## src/rtl/fetch_pkg.sv

```systemverilog
// Shared types and target arithmetic for the instruction fetch stage.
// Combinational helpers only; no latency.
// No flow control; consumers decide when targets are used.
package fetch_pkg;

  typedef enum logic [1:0] {
    PC_SEQ    = 2'd0,
    PC_BRANCH = 2'd1,
    PC_JUMP   = 2'd2,
    PC_JR     = 2'd3
  } pc_src_t;

  localparam logic [31:0] NOP_INSTR = 32'h0000_0000;

  // Branch target: delay-slot address plus sign-extended word offset.
  function automatic logic [31:0] branch_target(input logic [31:0] pc_ex,
                                                input logic [15:0] imm);
    logic [31:0] offset;
    offset = {{14{imm[15]}}, imm, 2'b00};
    return pc_ex + 32'd4 + offset;
  endfunction

  // Jump target: region bits of the delay-slot address, 26-bit index shifted.
  function automatic logic [31:0] jump_target(input logic [31:0] pc_ex,
                                              input logic [31:0] instr);
    logic [31:0] pc_plus4;
    pc_plus4 = pc_ex + 32'd4;
    return (pc_plus4 & 32'hF000_0000) | ((instr << 2) & 32'h0FFF_FFFC);
  endfunction

endpackage

```

## src/rtl/fetch_next_pc.sv

```systemverilog
// Next-PC selection for the fetch stage (sequential, branch, jump, register jump).
// Purely combinational, zero latency.
// No backpressure; the caller decides whether the result is loaded.
module fetch_next_pc
  import fetch_pkg::*;
(
  input  logic [31:0] pc_F,
  input  logic [31:0] pc_EX,
  input  logic [31:0] instruction_EX,
  input  logic [31:0] rs_data_EX,
  input  pc_src_t     pc_src_EX,
  output logic [31:0] next_pc
);

  // Pick the target from the instruction currently in EX; low bits always cleared.
  always_comb begin
    next_pc = pc_F + 32'd4;
    unique case (pc_src_EX)
      PC_SEQ:    next_pc = pc_F + 32'd4;
      PC_BRANCH: next_pc = branch_target(pc_EX, instruction_EX[15:0]);
      PC_JUMP:   next_pc = jump_target(pc_EX, instruction_EX);
      PC_JR:     next_pc = rs_data_EX & 32'hFFFF_FFFC;
      default:   next_pc = pc_F + 32'd4;
    endcase
  end

endmodule

```

## src/rtl/instruction_fetch.sv

```systemverilog
// Fetch stage: owns the PC, registers the fetched instruction into EX. Optional FETCH_PERF_CNT_EN adds counters.
// Latency: one cycle imem_addr -> instruction_EX; redirects reach imem_addr one cycle later.
// run=0 freezes all state; stall_FETCH injects a NOP bubble and holds the PC unless redirected.
module instruction_fetch
  import fetch_pkg::*;
#(
  parameter logic [31:0] RESET_PC = 32'h0000_0000,
  parameter int          IMEM_AW  = 10
) (
  input  logic               clk,
  input  logic               rst,
  input  logic               run,
  output logic [IMEM_AW-1:0] imem_addr,
  input  logic [31:0]        imem_rdata,
  input  logic               stall_FETCH,
  input  logic [1:0]         pc_src_EX,
  input  logic [31:0]        rs_data_EX,
  output logic [31:0]        instruction_EX,
  output logic [31:0]        pc_EX,
`ifdef FETCH_PERF_CNT_EN
  output logic [31:0]        fetch_count,
  output logic [31:0]        bubble_count,
`endif
  output logic               valid_EX
);

  logic [31:0] pc_F;
  logic [31:0] target_pc;
  logic        hold_pc;

  assign imem_addr = pc_F[IMEM_AW+1:2];

  fetch_next_pc u_next_pc (
    .pc_F           (pc_F),
    .pc_EX          (pc_EX),
    .instruction_EX (instruction_EX),
    .rs_data_EX     (rs_data_EX),
    .pc_src_EX      (pc_src_t'(pc_src_EX)),
    .next_pc        (target_pc)
  );

  // A pure bubble (squash without redirect) re-fetches the same address.
  assign hold_pc = stall_FETCH && (pc_src_EX == PC_SEQ);

  // PC and EX pipeline registers; a squash replaces the fetched word with a NOP.
  always_ff @(posedge clk) begin
    if (rst) begin
      pc_F           <= RESET_PC;
      instruction_EX <= NOP_INSTR;
      pc_EX          <= 32'h0;
      valid_EX       <= 1'b0;
    end else if (run) begin
      pc_F           <= hold_pc ? pc_F : target_pc;
      instruction_EX <= stall_FETCH ? NOP_INSTR : imem_rdata;
      pc_EX          <= pc_F;
      valid_EX       <= !stall_FETCH;
    end
  end

`ifdef FETCH_PERF_CNT_EN
  // Count each advancing cycle as either a real fetch or a bubble.
  always_ff @(posedge clk) begin
    if (rst) begin
      fetch_count  <= 32'h0;
      bubble_count <= 32'h0;
    end else if (run) begin
      if (!stall_FETCH) fetch_count  <= fetch_count + 32'd1;
      else              bubble_count <= bubble_count + 32'd1;
    end
  end
`endif

endmodule
```

## config.mk

```make
export PLATFORM = sky130hd
export DESIGN_NAME = instruction_fetch
export DESIGN_NICKNAME = d
export VERILOG_FILES = /design/src/rtl/fetch_pkg.sv /design/src/rtl/fetch_next_pc.sv /design/src/rtl/instruction_fetch.sv
export SDC_FILE = /design/constraint.sdc
export NUM_CORES = 1
export LEC_CHECK = 0
export CORE_MARGIN = 2
export CORE_UTILIZATION = 48
export DETAILED_ROUTE_END_ITERATION = 12
export HOLD_SLACK_MARGIN = 0.03
export PLACE_DENSITY = 0.78
export SLEW_MARGIN = 20
export SYNTH_ARGS = -nofsm -noshare
export SYNTH_HDL_FRONTEND = slang
export SYNTH_HIERARCHICAL = 1
export SYNTH_SLANG_ARGS = --single-unit
```

## constraint.sdc

```tcl
create_clock -name clk -period 3.85 [get_ports clk]
set_clock_uncertainty 0.2 [all_clocks]
set_input_delay 0.9625 -clock clk [delete_from_list [all_inputs] [get_ports clk]]
set_output_delay 0.9625 -clock clk [all_outputs]
set_load 0.01 [all_outputs]
```

# Word-level counts from Yosys, hierarchy flattened
# Cells that the tools add are included.
# word_totals
out_inout_bits,75
in_bits,70
reg_bits,97
word_cells,18
# op_classes
n_mux,2
eq_ne,3
add_sub_neg,3
reduce_logical,4
bitwise_logic,2
# op_table
operator,n
32-bit one-hot mux with 4 select lines,1
32-bit by 3-bit adder with 32-bit output (second input constant),2
32-bit adder,1
32-bit 2-to-1 mux,1
32-bit by 28-bit bitwise OR with 32-bit output,1
2-bit == test (second input constant),2
2-bit by 1-bit == test with 1-bit output (second input constant),1
2-bit logical NOT,1
2-bit AND reduction,1
1-bit logical AND,1
1-bit logical NOT,1
1-bit inverter,1

# Depth between registers and ports, before layout
# Gate-level depths: netlist of run 1.
# depth
word_depth,4
ltp_mapped,19
ltp_nobuf,18

# Modules after synthesis
# Netlist of run 1, hierarchy kept.
# modules_own_cells
module,instances,cells_each,area_each_um2
instruction_fetch,1,395,3863.7
fetch_next_pc,1,424,3291.9

# Least setup slack after synthesis of run 1
# No wires, ideal clock.
# synth_timing
path_type,register to register
start,register pc_EX[2]
end,register pc_F[25]
setup_time_ns,0.120
t_arrival_ns,3.543
slack_ns,-0.013
path_stages_with_launch,18
required_ns,3.530
cell_sequence,dfxtp_1 -> ha_1 -> nand4_1 -> nor2_1 -> and3_1 -> clkbuf_1 -> nand4_1 -> xnor2_1 -> ha_1 -> a21oi_1 -> a21boi_0 -> or2_2 -> nor2b_1 -> a21oi_1 -> xor2_1 -> mux4_2 -> nand2b_1 -> mux2i_1
# synth_between
elab_chain_cells,3
# synth_rtl
element,line_no,source
start: declaration,instruction_fetch.sv:19,"output logic [31:0] pc_EX,"
start signal: assignment,instruction_fetch.sv:55,pc_EX <= pc_F;
32-bit by 3-bit adder with 32-bit output,fetch_pkg.sv:20,return pc_ex + 32'd4 + offset;
32-bit adder,fetch_pkg.sv:20,
32-bit one-hot mux with 4 select lines,fetch_next_pc.sv:18,unique case (pc_src_EX)
named net target_pc[25],instruction_fetch.sv:28,logic [31:0] target_pc;
end signal: assignment,instruction_fetch.sv:53,pc_F <= hold_pc ? pc_F : target_pc;
end: declaration,instruction_fetch.sv:27,logic [31:0] pc_F;
# The timed path passes the listed nets, and every way through them passes these cells.
# A chain may end at the register's enable or synchronous reset.

# Final worst setup path of run 1
# layout_timing
start,register pc_EX[2]
end,register pc_F[29]
# layout_between
elab_chain_cells,3
word_cells_on_any_way,4
classes_between,add/sub: 2; mux: 1; bitwise: 1
# layout_rtl
element,line_no
32-bit by 3-bit adder with 32-bit output (*),"fetch_pkg.sv:20, fetch_pkg.sv:27"
32-bit adder or 32-bit by 28-bit bitwise OR with 32-bit output (tied branches),"fetch_pkg.sv:20, fetch_pkg.sv:28"
32-bit one-hot mux with 4 select lines (*),fetch_next_pc.sv:18
named net target_pc[29],instruction_fetch.sv:28
# Mark *: on every way through the listed nets, which the timed path passes. The rest lies on a longest branch.

==> metrics list, run 1 <==
- The flow ran to the end, and the final reports show no timing, DRC or antenna violations.
* Number of antenna repair diodes: 0
* Post-route antenna net violation count: 0
- After layout, the minimum clock period comes to 3.84 ns.
- Global router's overall resource usage: 24.3%
- The H-tree was split into 3 levels.
- Post-synth EDFFs: 0
- Num rows: 44
- Boundary Pins: 145
- Summing the areas of all fa, ha and maj instances in the mapped netlist gives 6.22% of the synthesized area.
* Instance count of the mapped netlist: 819
* Required time of the worst setup path: 3.89 ns
* Fraction of the core area covered by cells at the end of the flow: 64.5%
- The largest single stage delay on the critical path is roughly 0.37 ns.
* Number of synthesized register bits: between 90 and 100
- Mapped cell area: 7160 µm²
- Setup repair after global routing could not meet its margin everywhere.
- Most frequent cell on the critical path: sky130_fd_sc_hd__nor2_1
* DR vias/cell: 5.54
* Final routed wire length divided by cell count: around 17 µm
* Worst VDD drop: 221 µV
* Power per Cell Area: 268 nW/µm²
* Non-filler cells, final: around 1200
- By startpoint and endpoint, the worst setup path is classified as register to register.
- Setup violations remaining at the end of the flow were counted as 0.
* Startpoint Class: register
- The die covers between 15000 and 20000 µm².
- For this design the static power due to leakage is 3.85 nW.
- In this run the worst hold path is classified as register to register.
* Post-synthesis cell type count: 63
* Synthesized area per cell: about 8.7 µm²
- Routed via count: 6447
* Kind of cell adding the most delay to the critical path: simple AND/OR/NAND/NOR gates
* Compound-gate portion of the synthesized area: 11.7%
* First-pass GRT wire length: 31200 µm
* Clk sinks: 97
- Placed cells: roughly 1100
* Final Routed Wirelength: roughly 20000 µm
- Nets: 1079
- After routing, the total negative slack on setup checks comes to 0 ns.
* Final weighted congestion in routability-driven placement: 0.936
* Initial detailed-routing violation count: approximately 420
* Die outline height: 126 µm
- The region available for standard cell placement spans 14500 µm².
- Count of hold buffers inserted by post-cts repair: 0
* Pin count of the biggest net entering global routing: 109
* Signal arrival time at the worst endpoint: just under 4 ns
* Kind of capture point of the worst setup path: register
- Synth Warn #: 6
- Of the available clock period, the critical path in the final layout requires 99.8%.
* Clock Latency Late Sink: 0.36 ns
- The number of hold violations in the final report is 0.
- Fraction of final layout cells with drive strength greater than 1: approximately 15%
* WP buf/inv: 1
- Derived from the worst setup path, the maximum achievable clock frequency is ~260 MHz.
- For this run, the leading register cell type out of synthesis is sky130_fd_sc_hd__dfxtp_1.
- Via count of the first global-routing pass: 6183
* Detailed-routing iteration count for the pre-antenna-repair pass: 5
- In the synthesized netlist the async set-or-reset flop fraction comes to 0%.
- For this run the aggregate overflow at the end of global routing stands at 0.
- TritonCTS built the clock tree.
* Synthesized-area fraction occupied by and/or/nand/nor cells: 23.5%
* Proportion of synthesized area in mux cells: 17.1%
- Critical Path, Cell by Cell: ha_4 > nand4_1 > nor2_1 > buf_4 > and3_4 > nand3_2 > xnor2_1 > ha_1 > nand2_2 > nor2_1 > nand2_1 > a21oi_4 > o31ai_4 > a211oi_2 > o211ai_1 > and4_1 > or3_4 > nand2b_4 > mux2i_1
- In the routed design, unresolved DRC markers number 0.
- Standard cell area after detailed placement: 8890 µm²
- Estimated wirelength of the detail-placed design: ~14000 µm
- Final cell area excluding filler cells: ~9400 µm²
- Max-cap violations: 0
- Headroom to the max-slew limit came out at around two fifths.
- For the pin with the worst max-slew slack, the measured transition is 0.917 ns.
* Initial core utilization: 49.2%
* Combinational family with the most area after synthesis: simple AND/OR/NAND/NOR gates
- Mapped Nets: 924
- The max-slew violation total from the final report came to 0.
* CTS root buffer: sky130_fd_sc_hd__clkbuf_16
- The area growth from synthesis to layout is 30.9%.
- XOR/XNOR share of the synthesized area: 9.65%
- The initial antenna violation count is 0.
- The die is 126 µm wide.
- After clock tree synthesis, the clock-pin slew on the worst setup and hold paths is 0.07 ns.
- The slowest stage of the critical path is the sky130_fd_sc_hd__dfxtp_4 cell.
* IO Port Bufs: 142
- Number of buffers added by the clock tree synthesis step: 9
* Sequential element share of the synthesized area: a little over a quarter
- In this run the worst path has a maximum fanout of 4.
- The clock passes through at most 2 buffers.
## cell type report
class	count	area (µm²)
fillers	1231	5160
multi-input cells	659	5010
flip-flops and latches	97	1950
repair buffers	194	1830
well taps	184	230
clock buffers	9	225
clock inverters	7	75.1
inverters	13	48.8
## per-layer routing
layer / routed length (µm) / GRT usage (%)
met4: 363 / 6.66
met1: 8870 / 32.0
met3: 1090 / 5.65
met5: 0 / 0
met2: 9180 / 39.9
## cell usage after synthesis, drive strengths merged (3+ instances only)
| library cell | count | share of area, % |
|---|---|---|
| o21bai | 3 | 0.37 |
| mux2 | 3 | 0.52 |
| ha | 34 | 5.9 |
| a21oi | 68 | 4.9 |
| inv | 13 | 0.68 |
| mux4 | 21 | 6.6 |
| a21o | 14 | 1.5 |
| a21boi | 4 | 0.63 |
| nor2 | 93 | 4.9 |
| xnor2 | 56 | 7.0 |
| nor3 | 5 | 0.49 |
| and3 | 14 | 1.2 |
| and4 | 8 | 0.98 |
| xor2 | 22 | 2.7 |
| o21ai | 11 | 0.82 |
| dfxtp | 97 | 27 |
| nand4 | 12 | 1.0 |
| nand3 | 24 | 1.7 |
| nand2b | 70 | 6.2 |
| clkbuf | 16 | 0.84 |
| o22ai | 3 | 0.26 |
| nand2 | 51 | 2.7 |
| buf | 34 | 3.2 |
| mux2i | 71 | 9.9 |
| nor2b | 38 | 3.3 |
| a211oi | 4 | 0.63 |
## power by group
part           switching (mW)  internal, mW
Sequential             0.0482          1.04
Clock                   0.431         0.511
Combinational           0.211         0.269
## cell families after synthesis
logic type | Yosys count
AND/OR/NAND/NOR | 324
AO/OA/AOI/OAI | 127
flip-flops | 97
multiplexers | 95
XOR/XNOR | 78
buffers and inverters | 63
adder cells (fa/ha/maj) | 35
## worst paths after layout
path / start / endpoint / slack, ns / cells past startpoint
setup / recovery: pc_EX[2]$_SDFFE_PP0P_ / pc_F[29]$_SDFFE_PP0P_ / 0.009 / 19
hold / removal: instruction_EX[30]$_SDFFE_PP0P_ / instruction_EX[30]$_SDFFE_PP0P_ / 0.27 / 2
setup reg to reg: pc_EX[2]$_SDFFE_PP0P_ / pc_F[29]$_SDFFE_PP0P_ / 0.009 / 19
hold reg to reg: instruction_EX[30]$_SDFFE_PP0P_ / instruction_EX[30]$_SDFFE_PP0P_ / 0.27 / 2
## placed cells by master, fill, tap and decap left out, types with 3 or more instances in the layout
cell type and n:
sky130_fd_sc_hd__o21ai_0 4, sky130_fd_sc_hd__a21o_1 14, sky130_fd_sc_hd__inv_6 4, sky130_fd_sc_hd__clkbuf_16 9
sky130_fd_sc_hd__nor3_1 3, sky130_fd_sc_hd__ha_1 31, sky130_fd_sc_hd__o21ai_1 5, sky130_fd_sc_hd__nand3_1 22
sky130_fd_sc_hd__a21oi_2 5, sky130_fd_sc_hd__nor2_1 91, sky130_fd_sc_hd__mux4_2 21, sky130_fd_sc_hd__and4_1 8
sky130_fd_sc_hd__nor2b_1 37, sky130_fd_sc_hd__xnor2_2 4, sky130_fd_sc_hd__xor2_1 22, sky130_fd_sc_hd__dfxtp_1 92
sky130_fd_sc_hd__a21oi_1 62, sky130_fd_sc_hd__dfxtp_2 4, sky130_fd_sc_hd__clkdlybuf4s50_1 139, sky130_fd_sc_hd__inv_1 13
sky130_fd_sc_hd__xnor2_1 52, sky130_fd_sc_hd__nand2b_1 67, sky130_fd_sc_hd__nand2_1 50, sky130_fd_sc_hd__and3_1 12
sky130_fd_sc_hd__nand2b_4 3, sky130_fd_sc_hd__buf_4 50, sky130_fd_sc_hd__o22ai_1 3, sky130_fd_sc_hd__mux2i_1 71
sky130_fd_sc_hd__nand4_1 12
## what timing repair did
item | in CTS | in global routing
endpoints found under the setup margin | 5 | 12
resized for setup | 7 | 34
pin swaps | 3 | 15
setup buffers | 0 | 5
## state kept, by name, summed over array words and instances (netlist names)
name and count:
pc_EX 32, pc_F 32, valid_EX 1, instruction_EX 32
## metrics by stage
step	total power, mW	hold WS (ns)	worst slack, ns
6_report	2.51	0.270	0.00941
5_1_grt	2.61	0.316	-0.0616
4_1_cts	2.52	0.272	-0.0265
3_5_place_dp	1.58	0.264	-0.0780
3_3_place_gp	1.57	0.253	0.0518
2_1_floorplan	1.39	0.261	0.0517
## tightest hold or removal path: cells and delay by family (launching register included)
| family | cells | cell delay [ns] |
|---|---|---|
| AND/OR/NAND/NOR | 1 | 0.06 |
| AO/OA/AOI/OAI | 1 | 0.05 |
| flip-flops | 1 | 0.31 |
Power figures use the tool's default switching activity.
==> run 2, diff against run 1 <==
SETUP_SLACK_MARGIN = 0.3   (was unset)
==> run 2 against run 1 <==
  * Non-clock buffer count rose by 28
  * Combinational power rose by 5.4%
  * Sequential power about the same
  * Register-to-register slack gained 0.02 ns
  * Global-route usage is 0.67 points higher
  * Largest power group unchanged
  * Fmax rose by 0.45%
  * Routed wire length is 11% higher
  * Count of clock-buffer cells in the layout up 3
  * First-iteration DRC count is 18% higher
  * Sequential share of layout area shrank 1.4 points
==> metrics list, run 2 (synthesized netlist as in run 1, its figures left out) <==
* IO Port Bufs: 142 (unchanged)
- The critical path launch point is pc_EX[2]$_SDFFE_PP0P_ (unchanged).
- The number of violations of the max-capacitance limit came to 0 (unchanged).
- The number of buffers created by CTS is 9 (unchanged).
- Initial detailed-routing violation count: 490 (was 417)
* Max incr delay on CP: 0.49 ns (was 0.37 ns)
- The total negative slack for setup checks came to 0 ns (unchanged).
- Clock Latency Late Sink: 0.36 ns (about the same)
- The clock-pin slew on the worst setup and hold paths is 0.07 ns (about the same).
* Final Routed Wirelength: 21600 µm (was 19500 µm)
- The first-pass detailed-route iteration total is 5 (unchanged).
- The arrival time at the worst endpoint is 3.87 ns (was 3.88 ns).
- Maximum root-to-sink buffer count: 2 (unchanged)
- The clock root buffer master was sky130_fd_sc_hd__clkbuf_16 (unchanged).
* Routed via count: 6751 (was 6447)
- Number of pins exceeding their max-slew limit in the final report: 0 (unchanged)
- The number of cells traversed by the worst hold path is 2 (unchanged).
- Crit path kind: register to register (unchanged)
- Leading cell type in the layout, fill and taps excluded: sky130_fd_sc_hd__clkdlybuf4s50_1 (unchanged)
- The H-tree depth was 3 (unchanged).
- Required time of the worst setup path: 3.89 ns (about the same)
- The power per cell area came to 265 nW/µm² (was 268 nW/µm²).
- Registers with the most flip-flops: instruction_EX (32), pc_EX (32), pc_F (32) (unchanged)
- DR vias/cell: 5.67 (was 5.54)
* Core Region: 14500 µm² (unchanged)
* Critical Path, Cell by Cell: ha_4 > buf_4 > buf_4 > xor2_1 > ha_1 > and2b_1 > o21ai_1 > a21boi_2 > buf_4 > buf_4 > o21a_1 > nor2_1 > o21bai_1 > a21oi_1 > xnor2_1 > mux4_2 > nand2b_1 > mux2i_1 (was ha_4 > nand4_1 > nor2_1 > buf_4 > and3_4 > nand3_2 > xnor2_1 > ha_1 > nand2_2 > nor2_1 > nand2_1 > a21oi_4 > o31ai_4 > a211oi_2 > o211ai_1 > and4_1 > or3_4 > nand2b_4 > mux2i_1)
- The final cell count without fillers came to 1191 (was 1163).
- Remaining design rule violation count: 0 (unchanged)
- The sort of element at the start of the critical path is a register (unchanged).
- Commonest cells after routing, fill and taps aside: 139 x sky130_fd_sc_hd__clkdlybuf4s50_1, 90 x sky130_fd_sc_hd__dfxtp_1, 86 x sky130_fd_sc_hd__nor2_1 (was 139 x sky130_fd_sc_hd__clkdlybuf4s50_1, 92 x sky130_fd_sc_hd__dfxtp_1, 91 x sky130_fd_sc_hd__nor2_1).
* Clock tree from TritonCTS: done (unchanged)
* Clk sinks: 97 (unchanged)
* Initial core utilization: 49.2% (unchanged)
- The aggregate global routing overflow is 0 (unchanged).
- Fraction of final layout cells with drive strength greater than 1: 22.5% (was 14.7%)
- The total of fill cells in the finished design came to 1109 (was 1231).
- Max Clock Freq: 262 MHz (was 260 MHz)
* Hold violation count in the final report: 0 (unchanged)
- The post-layout utilization of the core came to 69.3% (was 64.5%).
- Register cell area after layout: 1960 µm² (was 1950 µm²)
- The post-route worst hold slack came to 0.271 ns (was 0.270 ns).
- Most frequent cell on the critical path: sky130_fd_sc_hd__buf_4 (was sky130_fd_sc_hd__nor2_1)
- Via count of the first global-routing pass: 6464 (was 6183)
- Number of antenna repair diodes: 0 (unchanged)
- Kind of capture point of the worst setup path: register (unchanged)
- The combined area of the multi-input logic cells is 5440 µm² (was 5010 µm²).
- The hold buffer count at cts was 0 (unchanged).
* Die outline height: 126 µm (unchanged)
- Num rows: 44 (unchanged)
* Area growth from synthesis to layout: 40.8% (was 30.9%)
* Final weighted congestion in routability-driven placement: 0.927 (was 0.936)
- The initial antenna violation count was 0 (unchanged).
* Largest fanout of any net on the critical path: 4 (unchanged)
* Worst VDD drop: 203 µV (was 221 µV)
- The worst hold path class is register to register (unchanged).
- The die footprint came to 15900 µm² (unchanged).
- Run status: finished clean (unchanged)
- The wire length of the first global-routing pass is 32300 µm (was 31200 µm).
- Unrepaired setup endpoints after global routing: true (unchanged).
- Final worst path period share: 99.3% (was 99.8%)
- Slew @ Worst Pin: 0.908 ns (was 0.917 ns)
- Final count of negative-setup-slack endpoints: 0 (unchanged)
- Relative slew margins: 39.4% (was 38.9%)
- Final routed wire length divided by cell count: 18.1 µm (was 16.8 µm)
- Worst r2r path cells: 18 (was 19)
* Power after layout: 2.66 mW (was 2.51 mW)
* Horizontal die dimension: 126 µm (unchanged)
- HP Start: instruction_EX[30]$_SDFFE_PP0P_ (unchanged)
* FF-to-FF End: pc_F[10]$_SDFFE_PP0P_ (was pc_F[29]$_SDFFE_PP0P_)
- The final critical delay including setup and external delays came to 3.82 ns (was 3.84 ns).
- The reg-to-reg critical path startpoint was pc_EX[2]$_SDFFE_PP0P_ (unchanged).
- The register-to-register setup slack was 0.03 ns (was 0.009 ns).
- Leakage power: 4.12 nW (was 3.85 nW)
* Library cell contributing the largest single delay on the critical path: sky130_fd_sc_hd__mux4_2 (was sky130_fd_sc_hd__dfxtp_4)
- Estimated wirelength of the detail-placed design: 14200 µm (was 14100 µm)
* Boundary Pins: 145 (unchanged)
- The maximum number of pins on one net before global-route repair is 106 (was 109).
- Hold Path Sink: instruction_EX[30]$_SDFFE_PP0P_ (unchanged)
* Nets: 1107 (was 1079)
- The post-placement cell count was 1143 (was 1142).
* Global router's overall resource usage: 24.9% (was 24.3%)
- Post-route antenna net violation count: 0 (unchanged)
==> run 2: changes by cell type in the layout (fill, tap and decap cells not counted), moves of 5 or more <==
cell and delta:
sky130_fd_sc_hd__buf_4 +23, sky130_fd_sc_hd__ha_1 -11, sky130_fd_sc_hd__ha_4 +11, sky130_fd_sc_hd__a21oi_1 -8, sky130_fd_sc_hd__nand2_1 -8, sky130_fd_sc_hd__nand2_2 +7
sky130_fd_sc_hd__xnor2_1 -7, sky130_fd_sc_hd__xnor2_2 +7, sky130_fd_sc_hd__a21oi_2 +6, sky130_fd_sc_hd__buf_6 +6, sky130_fd_sc_hd__nand3_1 -5, sky130_fd_sc_hd__nor2_1 -5
==> run 2: how the worst max path moves through the flow <==
stage,endpoint,slack (ns),cells past startpoint
after detailed placement,pc_F[30]$_SDFFE_PP0P_,-0.03,18
after floorplan,pc_F[25]$_SDFFE_PP0P_,0.31,17
after CTS,pc_F[29]$_SDFFE_PP0P_,0.18,17
after global placement,pc_F[29]$_SDFFE_PP0P_,0.04,17
after global routing,pc_F[29]$_SDFFE_PP0P_,-0.08,19
final,pc_F[10]$_SDFFE_PP0P_,0.03,18
==> run 2: timing repair <==
action                     in CTS  in global routing
pin swaps                      38                 27
setup endpoints to repair      14                 16
buffers inserted               14                 18
resized for setup              55                 63
==> run 2: layout make-up <==
| type | instances | share of cell area, % |
|---|---|---|
| Multi-Input combinational cell | 659 | 54.0 |
| Timing Repair Buffer | 222 | 20.3 |
| Clock inverter | 4 | 0.770 |
| Clock buffer | 12 | 2.76 |
| Tap cell | 184 | 2.29 |
| Inverter | 13 | 0.484 |
| Sequential cell | 97 | 19.4 |
==> run 2: stage by stage <==
| step | setup WS [ns] | instance area, µm² |
|---|---|---|
| after CTS | 0.184 | 9590 |
| after global placement | 0.0393 | 8900 |
| after floorplan | 0.312 | 7180 |
| after global routing | -0.0785 | 10100 |
| final | 0.0265 | 10100 |
| after detailed placement | -0.0336 | 8900 |
==> run 2: critical path, delay by kind of cell, from the launching register on <==
| family | cells | cell delay, ns |
|---|---|---|
| AND/OR/NAND/NOR | 3 | 0.42 |
| flip-flops | 1 | 0.36 |
| AO/OA/AOI/OAI | 5 | 0.89 |
| buffers and inverters | 4 | 0.54 |
| XOR/XNOR | 2 | 0.28 |
| adder cells (fa/ha/maj) | 2 | 0.48 |
| multiplexers | 2 | 0.55 |
==> run 2: routing by layer <==
| metal | share of wire, % | global-route usage [%] | wire (µm) |
|---|---|---|---|
| met1 | 44 | 33.7 | 9480 |
| met2 | 48 | 40.9 | 10300 |
| met3 | 6.1 | 3.70 | 1310 |
| met4 | 2.2 | 8.47 | 476 |
| met5 | 0 | 0 | 0 |
==> run 2: report_power, final <==
group	internal, mW	total [mW]	switching [mW]
clock	0.650	1.06	0.414
combinational	0.284	0.506	0.223
sequential	1.04	1.09	0.0537
total	1.97	2.66	0.691
==> run 3, diff against run 2 <==
TNS_END_PERCENT = 30   (was unset)
==> run 3 against run 2 <==
  * Core utilization is 0.91 points lower
  * Global-route usage down 0.40 points
  * Fmax rose by 1.9%
  * Total power fell by 0.26%
  * Critical path type unchanged
==> metrics list, run 3 (synthesized netlist as in run 1, its figures left out) <==
- Run status: finished clean (unchanged).
- Horizontal die dimension: 126 µm (unchanged)
- The number of top-level pins was 145 (unchanged).
- Die outline height: 126 µm (unchanged)
* Max incr delay on CP: 0.37 ns (was 0.49 ns)
- Final Routed Wirelength: 20900 µm (was 21600 µm)
- Initial core utilization: 49.2% (unchanged)
* Largest fanout of any net on the critical path: 4 (unchanged)
- Max-cap violations: 0 (unchanged)
* Remaining design rule violation count: 0 (unchanged)
- Clock Latency Late Sink: 0.36 ns (about the same)
* Most frequent cell on the critical path: sky130_fd_sc_hd__o211ai_1 (was sky130_fd_sc_hd__buf_4)
- The static leakage was 4.09 nW (was 4.12 nW).
- The initial antenna violation count came to 0 (unchanged).
- Library cell contributing the largest single delay on the critical path: sky130_fd_sc_hd__dfxtp_4 (was sky130_fd_sc_hd__mux4_2)
* Non-filler cells, final: 1184 (was 1191)
- The number of buffers on the longest clock path came to 2 (unchanged).
- The worst hold path class is register to register (unchanged).
* Routed via count: 6633 (was 6751)
* Crit path kind: register to register (unchanged)
- The layout cell share with drive strength beyond 1 is 20.8% (was 22.5%).
- Commonest cells after routing, fill and taps aside: 139 x sky130_fd_sc_hd__clkdlybuf4s50_1, 89 x sky130_fd_sc_hd__dfxtp_1, 86 x sky130_fd_sc_hd__nor2_1 (was 139 x sky130_fd_sc_hd__clkdlybuf4s50_1, 90 x sky130_fd_sc_hd__dfxtp_1, 86 x sky130_fd_sc_hd__nor2_1)
* Num rows: 44 (unchanged)
* CTS root buffer: sky130_fd_sc_hd__clkbuf_16 (unchanged)
- The power per cell area came to 267 nW/µm² (was 265 nW/µm²).
- DR vias/cell: 5.60 (was 5.67)
- The max-slew violation total from the final report is 0 (unchanged).
- Max Clock Freq: 266 MHz (was 262 MHz)
- Number of buffers added by the clock tree synthesis step: 9 (unchanged)
* Final worst path period share: 97.5% (was 99.3%)
- The final antenna-violating net count is 0 (unchanged).
- The worst-margin pin slew was 0.906 ns (was 0.908 ns).
- Detailed-routing iteration count for the pre-antenna-repair pass: 7 (was 5)
* Pin count of the biggest net entering global routing: 106 (unchanged)
* Count of hold buffers inserted by post-cts repair: 0 (unchanged)
- The routability congestion estimate from global placement was 0.927 (unchanged).
- Core Region: 14500 µm² (unchanged)
* Estimated wirelength of the detail-placed design: 14200 µm (unchanged)
- The number of hold violations in the final report came to 0 (unchanged).
- Final routed wire length divided by cell count: 17.7 µm (was 18.1 µm)
- The iteration-0 DRC count of the detailed router is 437 (was 490).
* Unrepaired setup endpoints after global routing: true (unchanged)
- Via count of the first global-routing pass: 6417 (was 6464)
* Critical Path, Cell by Cell: ha_4 > nand4_1 > nor2_4 > nand3_2 > xnor2_2 > ha_1 > nand2_2 > o211ai_1 > nand2_1 > a21oi_4 > o31ai_4 > a211oi_2 > o211ai_1 > and4_1 > or3_1 > nand2b_1 > mux2i_1 (was ha_4 > buf_4 > buf_4 > xor2_1 > ha_1 > and2b_1 > o21ai_1 > a21boi_2 > buf_4 > buf_4 > o21a_1 > nor2_1 > o21bai_1 > a21oi_1 > xnor2_1 > mux4_2 > nand2b_1 > mux2i_1)
- The required time of the critical path came to 3.88 ns (was 3.89 ns).
- Kind of capture point of the worst setup path: register (unchanged)
- The worst slew slack as a fraction of its limit is 39.6% (was 39.4%).
- Worst VDD drop: 201 µV (was 203 µV)
- The clock sink count is 97 (unchanged).
- The CTS tree is done (unchanged).
- Area growth from synthesis to layout: 38.9% (was 40.8%)
* Number of antenna repair diodes: 0 (unchanged)
- Global router's overall resource usage: 24.5% (was 24.9%)
- The count of input and output buffers is 142 (unchanged).
* Registers with the most flip-flops: instruction_EX (32), pc_EX (32), pc_F (32) (unchanged)
- The net count of the finished layout came to 1100 (was 1107).
- The setup-violating endpoint count in the final report is 0 (unchanged).
- The aggregate global routing overflow came to 0 (unchanged).
* Placed cells: 1143 (unchanged)
- The clock-pin slew on the worst setup and hold paths was 0.07 ns (about the same).
- The wire length of the first global-routing pass is 31900 µm (was 32300 µm).
* Count of H-tree levels built during CTS: 3 (unchanged)
- Signal arrival time at the worst endpoint: 3.79 ns (was 3.87 ns)
- The most frequent standard cell in the layout excluding fill and tap cells was sky130_fd_sc_hd__clkdlybuf4s50_1 (unchanged).
- Area of the die: 15900 µm² (unchanged)
- The post-layout utilization of the core was 68.4% (was 69.3%).
- Shortest clock period the worst path allows after layout: 3.75 ns (was 3.82 ns)
* Startpoint Class: register (unchanged)
-- run 3: per-stage QoR --
stage          area [µm²]  power [mW]  hold WS (ns)  worst slack (ns)  setup TNS (ns)
2_1_floorplan        7180        1.39         0.261             0.312               0
3_3_place_gp         8900        1.57         0.256            0.0393               0
3_5_place_dp         8900        1.58         0.265           -0.0336         -0.0357
4_1_cts              9450        2.64         0.273             0.183               0
5_1_grt              9940        2.76         0.310           -0.0763          -0.158
6_report             9940        2.66         0.271            0.0962               0
-- run 3: critical path: cells and delay by family, from the launching register on --
family                     cells  cell delay (ns)
AOI/OAI and AO/OA              5             0.98
xor gates and xnor gates       1             0.16
adders and majority gates      2             0.48
DFF                            1             0.37
muxes                          1             0.06
and+or+nand+nor                8             1.37
-- run 3: routing by layer --
layer / vias to the layer above / share of wire (%) / GRT usage, %
met3: 37 / 4.6 / 3.65
met1: 3180 / 46 / 33.4
met4: 0 / 2.1 / 8.86
met5: - / 0 / 0
met2: 217 / 48 / 39.7
li1: 3199 / - / -
-- run 3: timing repair --
action | CTS | global route
setup endpoints to repair | 14 | 15
pin swaps | 26 | 44
resized for setup | 35 | 71
buffers inserted | 9 | 16
-- run 3: area by class of cell --
| cell class | count | area, µm² |
|---|---|---|
| clock buffer | 12 | 278 |
| timing repair buffer | 215 | 1990 |
| fill | 1126 | 4590 |
| tap | 184 | 230 |
| clock inverter | 4 | 77.6 |
| sequential | 97 | 1960 |
| multi-input combinational | 659 | 5360 |
| inverter | 13 | 48.8 |
-- run 3: power breakdown --
part / internal (mW) / switching, mW / total, mW
clock network: 0.649 / 0.410 / 1.06
registers: 1.04 / 0.0527 / 1.09
logic: 0.283 / 0.222 / 0.505
total: 1.97 / 0.684 / 2.66
-- run 3: worst paths after layout --
check / start / to / slack (ns) / cells after the start
worst max-delay path: pc_EX[2]$_SDFFE_PP0P_ / pc_F[29]$_SDFFE_PP0P_ / 0.1 / 17
worst min-delay path: instruction_EX[30]$_SDFFE_PP0P_ / instruction_EX[30]$_SDFFE_PP0P_ / 0.27 / 2
worst max register to register: pc_EX[2]$_SDFFE_PP0P_ / pc_F[29]$_SDFFE_PP0P_ / 0.1 / 17
worst min register to register: instruction_EX[30]$_SDFFE_PP0P_ / instruction_EX[30]$_SDFFE_PP0P_ / 0.27 / 2
